===== src/rtl/mux_scan_sequencer_if.sv =====
// Signal bundle between the mux scan sequencer and the 32:1 mux it drives.
// The sequencer takes the slave view: it receives start/abort and the
// combined mux output, and drives select, bank enables, status and snapshot.
interface mux_scan_sequencer_if;
    logic        start;
    logic        abort;
    logic        y;
    logic [2:0]  s;
    logic [3:0]  en;
    logic        busy;
    logic        done;
    logic [31:0] q;

    modport master (
        output start,
        output abort,
        output y,
        input  s,
        input  en,
        input  busy,
        input  done,
        input  q
    );

    modport slave (
        input  start,
        input  abort,
        input  y,
        output s,
        output en,
        output busy,
        output done,
        output q
    );
endinterface


===== src/rtl/mux_scan_sequencer.sv =====
// Scan sequencer for a 32:1 mux built from four 8:1 banks with active-low
// enables. A start request walks channels 0..31, holding each channel's
// select and bank enable for SETTLE+1 cycles and sampling the mux output on
// the last of them. Completed scans land in q atomically with a done pulse.
// SETTLE must lie in 0..15; the settle counter is four bits wide.
module mux_scan_sequencer #(
    parameter int unsigned SETTLE = 1
) (
    input  logic                 i_clk,
    input  logic                 i_rst_n,
    mux_scan_sequencer_if.slave  bus
);

    localparam logic [3:0] SETTLE_CNT = 4'(SETTLE);
    localparam logic [3:0] EN_NONE    = 4'b1111;

    typedef enum logic {
        ST_IDLE,
        ST_SCAN
    } state_t;

    state_t      r_state;
    logic [4:0]  r_ch;
    logic [3:0]  r_cnt;
    logic [31:0] r_shadow;
    logic [31:0] r_q;
    logic [2:0]  r_s;
    logic [3:0]  r_en;
    logic        r_busy;
    logic        r_done;

    logic [4:0]  w_chNext;
    logic        w_settled;
    logic        w_lastCh;

    // Active-low one-hot enable for a bank: exactly one bit low.
    function automatic logic [3:0] bankEnable(input logic [1:0] bank);
        bankEnable = ~(4'b0001 << bank);
    endfunction

    assign w_chNext  = r_ch + 5'd1;
    assign w_settled = (r_cnt == SETTLE_CNT);
    assign w_lastCh  = (r_ch == 5'd31);

    // Scan FSM; select and enables are registered from the next channel so
    // the enable moves straight from one bank to the next with no overlap.
    always_ff @(posedge i_clk or negedge i_rst_n) begin
        if (!i_rst_n) begin
            r_state  <= ST_IDLE;
            r_ch     <= 5'd0;
            r_cnt    <= 4'd0;
            r_shadow <= 32'd0;
            r_q      <= 32'd0;
            r_s      <= 3'd0;
            r_en     <= EN_NONE;
            r_busy   <= 1'b0;
            r_done   <= 1'b0;
        end else begin
            r_done <= 1'b0;
            case (r_state)
                ST_IDLE: begin
                    if (bus.start && !bus.abort) begin
                        r_state <= ST_SCAN;
                        r_ch    <= 5'd0;
                        r_cnt   <= 4'd0;
                        r_s     <= 3'd0;
                        r_en    <= bankEnable(2'd0);
                        r_busy  <= 1'b1;
                    end
                end
                ST_SCAN: begin
                    if (bus.abort) begin
                        r_state <= ST_IDLE;
                        r_ch    <= 5'd0;
                        r_cnt   <= 4'd0;
                        r_s     <= 3'd0;
                        r_en    <= EN_NONE;
                        r_busy  <= 1'b0;
                    end else if (!w_settled) begin
                        r_cnt <= r_cnt + 4'd1;
                    end else begin
                        r_shadow[r_ch] <= bus.y;
                        r_cnt          <= 4'd0;
                        if (!w_lastCh) begin
                            r_ch <= w_chNext;
                            r_s  <= w_chNext[2:0];
                            r_en <= bankEnable(w_chNext[4:3]);
                        end else begin
                            r_q     <= {bus.y, r_shadow[30:0]};
                            r_done  <= 1'b1;
                            r_busy  <= 1'b0;
                            r_en    <= EN_NONE;
                            r_ch    <= 5'd0;
                            r_s     <= 3'd0;
                            r_state <= ST_IDLE;
                        end
                    end
                end
                default: begin
                    r_state <= ST_IDLE;
                end
            endcase
        end
    end

    assign bus.s    = r_s;
    assign bus.en   = r_en;
    assign bus.busy = r_busy;
    assign bus.done = r_done;
    assign bus.q    = r_q;

endmodule

===== src/flat_wrapper.sv =====
// flat-port wrapper written by rule: the top's interface ports become plain ports
module mux_scan_sequencer_flat 
#(
    parameter int unsigned SETTLE = 1
)
  (i_clk, i_rst_n, bus_start, bus_abort, bus_y, bus_s, bus_en, bus_busy, bus_done, bus_q);
  mux_scan_sequencer_if bus_i ();
  input  logic i_clk;
  input  logic i_rst_n;
  input wire logic [$bits(bus_i.start)-1:0] bus_start;
  input wire logic [$bits(bus_i.abort)-1:0] bus_abort;
  input wire logic [$bits(bus_i.y)-1:0] bus_y;
  output wire logic [$bits(bus_i.s)-1:0] bus_s;
  output wire logic [$bits(bus_i.en)-1:0] bus_en;
  output wire logic [$bits(bus_i.busy)-1:0] bus_busy;
  output wire logic [$bits(bus_i.done)-1:0] bus_done;
  output wire logic [$bits(bus_i.q)-1:0] bus_q;
  assign bus_i.start = bus_start;
  assign bus_i.abort = bus_abort;
  assign bus_i.y = bus_y;
  assign bus_s = bus_i.s;
  assign bus_en = bus_i.en;
  assign bus_busy = bus_i.busy;
  assign bus_done = bus_i.done;
  assign bus_q = bus_i.q;
  mux_scan_sequencer #(.SETTLE(SETTLE)) u_core (.i_clk(i_clk), .i_rst_n(i_rst_n), .bus(bus_i));
endmodule

===== config.mk =====
export PLATFORM = sky130hd
export DESIGN_NAME = mux_scan_sequencer_flat
export DESIGN_NICKNAME = d
export VERILOG_FILES = /design/src/rtl/mux_scan_sequencer_if.sv /design/src/rtl/mux_scan_sequencer.sv /design/src/flat_wrapper.sv
export SDC_FILE = /design/constraint.sdc
export NUM_CORES = 1
export LEC_CHECK = 0
export CAP_MARGIN = 40
export CELL_PAD_IN_SITES_DETAIL_PLACEMENT = 0
export CELL_PAD_IN_SITES_GLOBAL_PLACEMENT = 1
export CORE_ASPECT_RATIO = 1.5
export CORE_MARGIN = 2
export CORE_UTILIZATION = 45
export CTS_BUF_LIST = sky130_fd_sc_hd__clkbuf_8
export DETAILED_ROUTE_END_ITERATION = 10
export PLACE_DENSITY = 0.76
export REMOVE_ABC_BUFFERS = 1
export SYNTH_ARGS = -nofsm -noshare
export SYNTH_HDL_FRONTEND = slang
export SYNTH_SLANG_ARGS = --single-unit

===== constraint.sdc =====
create_clock -name i_clk -period 2.75 [get_ports i_clk]
set_input_delay 0.275 -clock i_clk [delete_from_list [all_inputs] [get_ports i_clk]]
set_output_delay 0.275 -clock i_clk [all_outputs]
set_load 0.02 [all_outputs]

==> impl_metrics.csv <==
group,metric,value,unit
outcome,status,"finished clean",
finish,syn_to_final_growth,20.5,%
clock_tree,cts_tree,"done",
finish,utilization,55.7,%
worst_setup_path,critical-path-max-stage-delay,0.45,ns
logic_synthesis,synth_seq_cells,79,
timing,hold_viol_final,0,
pwr,p_leak,1.99,nW
grt,track_usage,17.0,%
die,die_w,76.2,um
die,core_area,7610,um2
worst_setup_path,critPathArrivalTime,2.38,ns
grt,grt_pass1_vias,2314,
worst_setup_path,worstSetupEndpointType,"flop",
clock_tree,cts_root_buf,"clkbuf_8",
logic_synthesis,syn_area,3520,um2
clock_tree,htree_levels,3,
logic_synthesis,synth-seq-area-share,56.4,%
flow_run,maxCapViolCount,0,
drt,wire_per_inst,15.1,um
die,start_util,46.2,%
pwr,power_density,502,nW/um2
timing,timing.final.ws_setup,0.611,ns
drt,drtAntennaViolNets,0,
logic_synthesis,synth_edf_count,0,
worst_setup_path,crit_family,"adder cells",
timing,setup_viol,0,
worst_setup_path,cp_num_buf_inv,1,
timing,max_slew_margin,53.4,%
grt,grt_pass1_wl,11300,um
hold_path,hp-class,"in2async",
drt,via_per_inst,5.17,
grt,antenna_found_initial,0,
finish,antenna_cells,0,
drt,drt-pass1-iter-count,4,
placed_design,placed_cell_area,4050,um2
worst_setup_path,startpoint,"u_core.bus.s[0]$_DFFE_PN0P_",
worst_setup_path,cp_max_fo,28,
logic_synthesis,yosys_warnings,0,
clock_tree,cts_repair_resize_count,0,
logic_synthesis,yosysTopAreaCellShare,53.4,%
logic_synthesis,synth_top_area_cell,"dfrtp_1",
clock_tree,cts_buffer_depth,2,
die,die_h,112,um
timing,finalSetupTns,0,ns
timing,fmax,0.467,GHz
placed_design,dp_hpwl,4430,um
logic_synthesis,yosys-top-cells-area,"dfrtp_1 (53%), mux2_2 (20%), nand2_1 (4.2%), dfstp_2 (3.0%), ha_1 (2.8%)",
timing,fin_skew,0.00896,ns
logic_synthesis,ys_types,39,
timing,rsz0062_at_grt,"no",
timing,slew_viol_final,0,
placed_design,portBuffers,45,
placed_design,gp_congestion,0.811,
drt,routed_wl,6400,um
die,row_count,39,
worst_setup_path,worstPathRequired,2.99,ns
worst_setup_path,slowest_stage,"dfrtp_1",
drt,drt-initial-drc-count,127,
grt,grt-ovfl-total,0,
die,num_io_pins,46,
timing,worst_pin_slew,0.699,ns
logic_synthesis,synthArstFlopShare,100,%
finish,fin_area,4240,um2
worst_setup_path,cp_common_cell,"ha_1",
timing,fin_crit,2.14,ns
drt,drc_errors,0,
clock_tree,post_cts_buffers,0,
worst_setup_path,r2r_start,"u_core.bus.s[0]$_DFFE_PN0P_",
logic_synthesis,synth_flop_cell,"dfrtp_1",
logic_synthesis,netlist_instances,270,
placed_design,post-place-ws,0.426,ns
finish,nets,329,
worst_setup_path,crit_chain,"ha_1 > and3_1 > ha_1 > nand2_1 > buf_12 > mux2_2",
clock_tree,cts_made_buffers,9,
clock_tree,path_clk_slew,0.08,ns
finish,num-fill-cells,693,
drt,via_count,2185,
clock_tree,clock-sinks,79,
grt,grt_start_max_net_pins,49,
worst_setup_path,start_kind,"flop",
logic_synthesis,syn_avg_cell_area,13.0,um2
clock_tree,insertion_delay,0.35,ns
die,die_area,8550,um2
timing,post-route-period-util,77.8,%
pwr,peakVddDrop,394,uV
finish,drive_gt1_share,29.0,%
worst_setup_path,worstSetupPathType,"reg2reg",
==> layout by cell type, fill, tap and decap left out, drive strengths merged, types with 2 or more instances in the layout <==
cell type | netlist | final
dfstp | 4 | 4
dfrtp | 75 | 75
and2b | 2 | 2
nand3b | 3 | 3
clkbuf | 3 | 11
nand4 | 3 | 3
o21ai | 9 | 9
nor3b | 8 | 8
mux2i | 2 | 2
buf | 12 | 5
nor2 | 8 | 8
a21o | 2 | 2
nor3 | 5 | 5
and3b | 2 | 2
nand2 | 39 | 39
inv | 3 | 5
a21oi | 2 | 2
clkinv | 0 | 3
nand3 | 2 | 2
mux2 | 64 | 64
a31oi | 2 | 2
ha | 8 | 8
clkdlybuf4s50 | 0 | 44
xor2 | 2 | 2
==> synth_stat cells (2+ instances only) <==
master	instances
dfrtp_1	75
mux2_2	62
nand2_1	39
o21ai_0	9
ha_1	8
nor2_1	8
buf_2	5
nor3_1	5
buf_6	4
dfstp_2	4
nor3b_4	4
buf_4	3
clkbuf_1	3
inv_1	3
nand3b_1	3
nand4_1	3
nor3b_1	3
a21o_1	2
a31oi_1	2
and3b_1	2
mux2_1	2
mux2i_1	2
nand3_1	2
xor2_1	2
==> final cells by class <==
type	count	area (um2)	share of cell area [%]
clock buffer	11	151	3.57
tap	102	128	3.01
multi-input combinational	173	1420	33.5
clock inverter	5	26.3	0.620
sequential	79	1980	46.8
inverter	3	11.3	0.266
timing repair buffer	50	520	12.3
==> report_power, final <==
part           switching (W)  total (W)  internal, W
Combinational      0.0000866   0.000151    0.0000639
Clock               0.000397   0.000766     0.000369
Sequential         0.0000226    0.00121      0.00119
==> metal layers <==
metal	global-route usage, %	vias to the layer above	wire (um)
li1	-	1038	-
met1	20.8	1089	2700
met2	28.3	45	3320
met3	2.49	13	181
met4	10.8	0	192
met5	0	-	0
==> what timing repair did <==
action / in CTS / in global routing
hold endpoints to repair: 29 / 0
hold buffers: 1 / 0
endpoints found under the setup margin: 0 / 0
==> flip-flops by register name (all words and copies together) (netlist names) <==
register         flops
u_core.bus.s         2
u_core.r_state       1
u_core.bus.q        32
u_core.r_cnt         4
u_core.bus.done      1
u_core.bus.busy      1
u_core.bus.en        4
u_core.r_ch          3
u_core.r_shadow     31
==> final timing paths <==
check                                                        to  cells after the start  slack (ns)
worst max register to register      u_core.bus.q[0]$_DFFE_PN0P_                      6        0.61
worst min register to register  u_core.r_shadow[29]$_DFFE_PN0P_                      1        0.49
worst max-delay path                u_core.bus.q[0]$_DFFE_PN0P_                      6        0.61
min in group i_clk              u_core.r_shadow[29]$_DFFE_PN0P_                      1        0.49
worst min-delay path                  u_core.bus.done$_DFF_PN0_                      2        0.40
max in group asynchronous          u_core.bus.en[2]$_DFFE_PN1P_                      3        1.75
==> kinds of logic (layout without fill, tap and decap cells) <==
| group | count (synthesis) | after routing | synth area share [%] |
|---|---|---|---|
| buf+inv | 18 | 69 | 3.27 |
| flops | 79 | 79 | 56.4 |
| fa+ha+maj | 8 | 8 | 2.85 |
| compound gates | 20 | 20 | 3.59 |
| xor+xnor | 2 | 2 | 0.498 |
| mux | 66 | 66 | 21.1 |
| simple gates | 77 | 77 | 12.4 |
==> metrics by stage <==
| step | instances | total power, W | hold slack [ns] |
|---|---|---|---|
| floorplan | 255 | 0.00130 | -0.0206 |
| global placement | 405 | 0.00138 | 0.482 |
| detailed placement | 406 | 0.00139 | 0.251 |
| CTS | 423 | 0.00216 | 0.402 |
| global route | 423 | 0.00223 | 0.450 |
| finish | 423 | 0.00213 | 0.404 |
No activity file was read; power rests on OpenSTA's default activity.
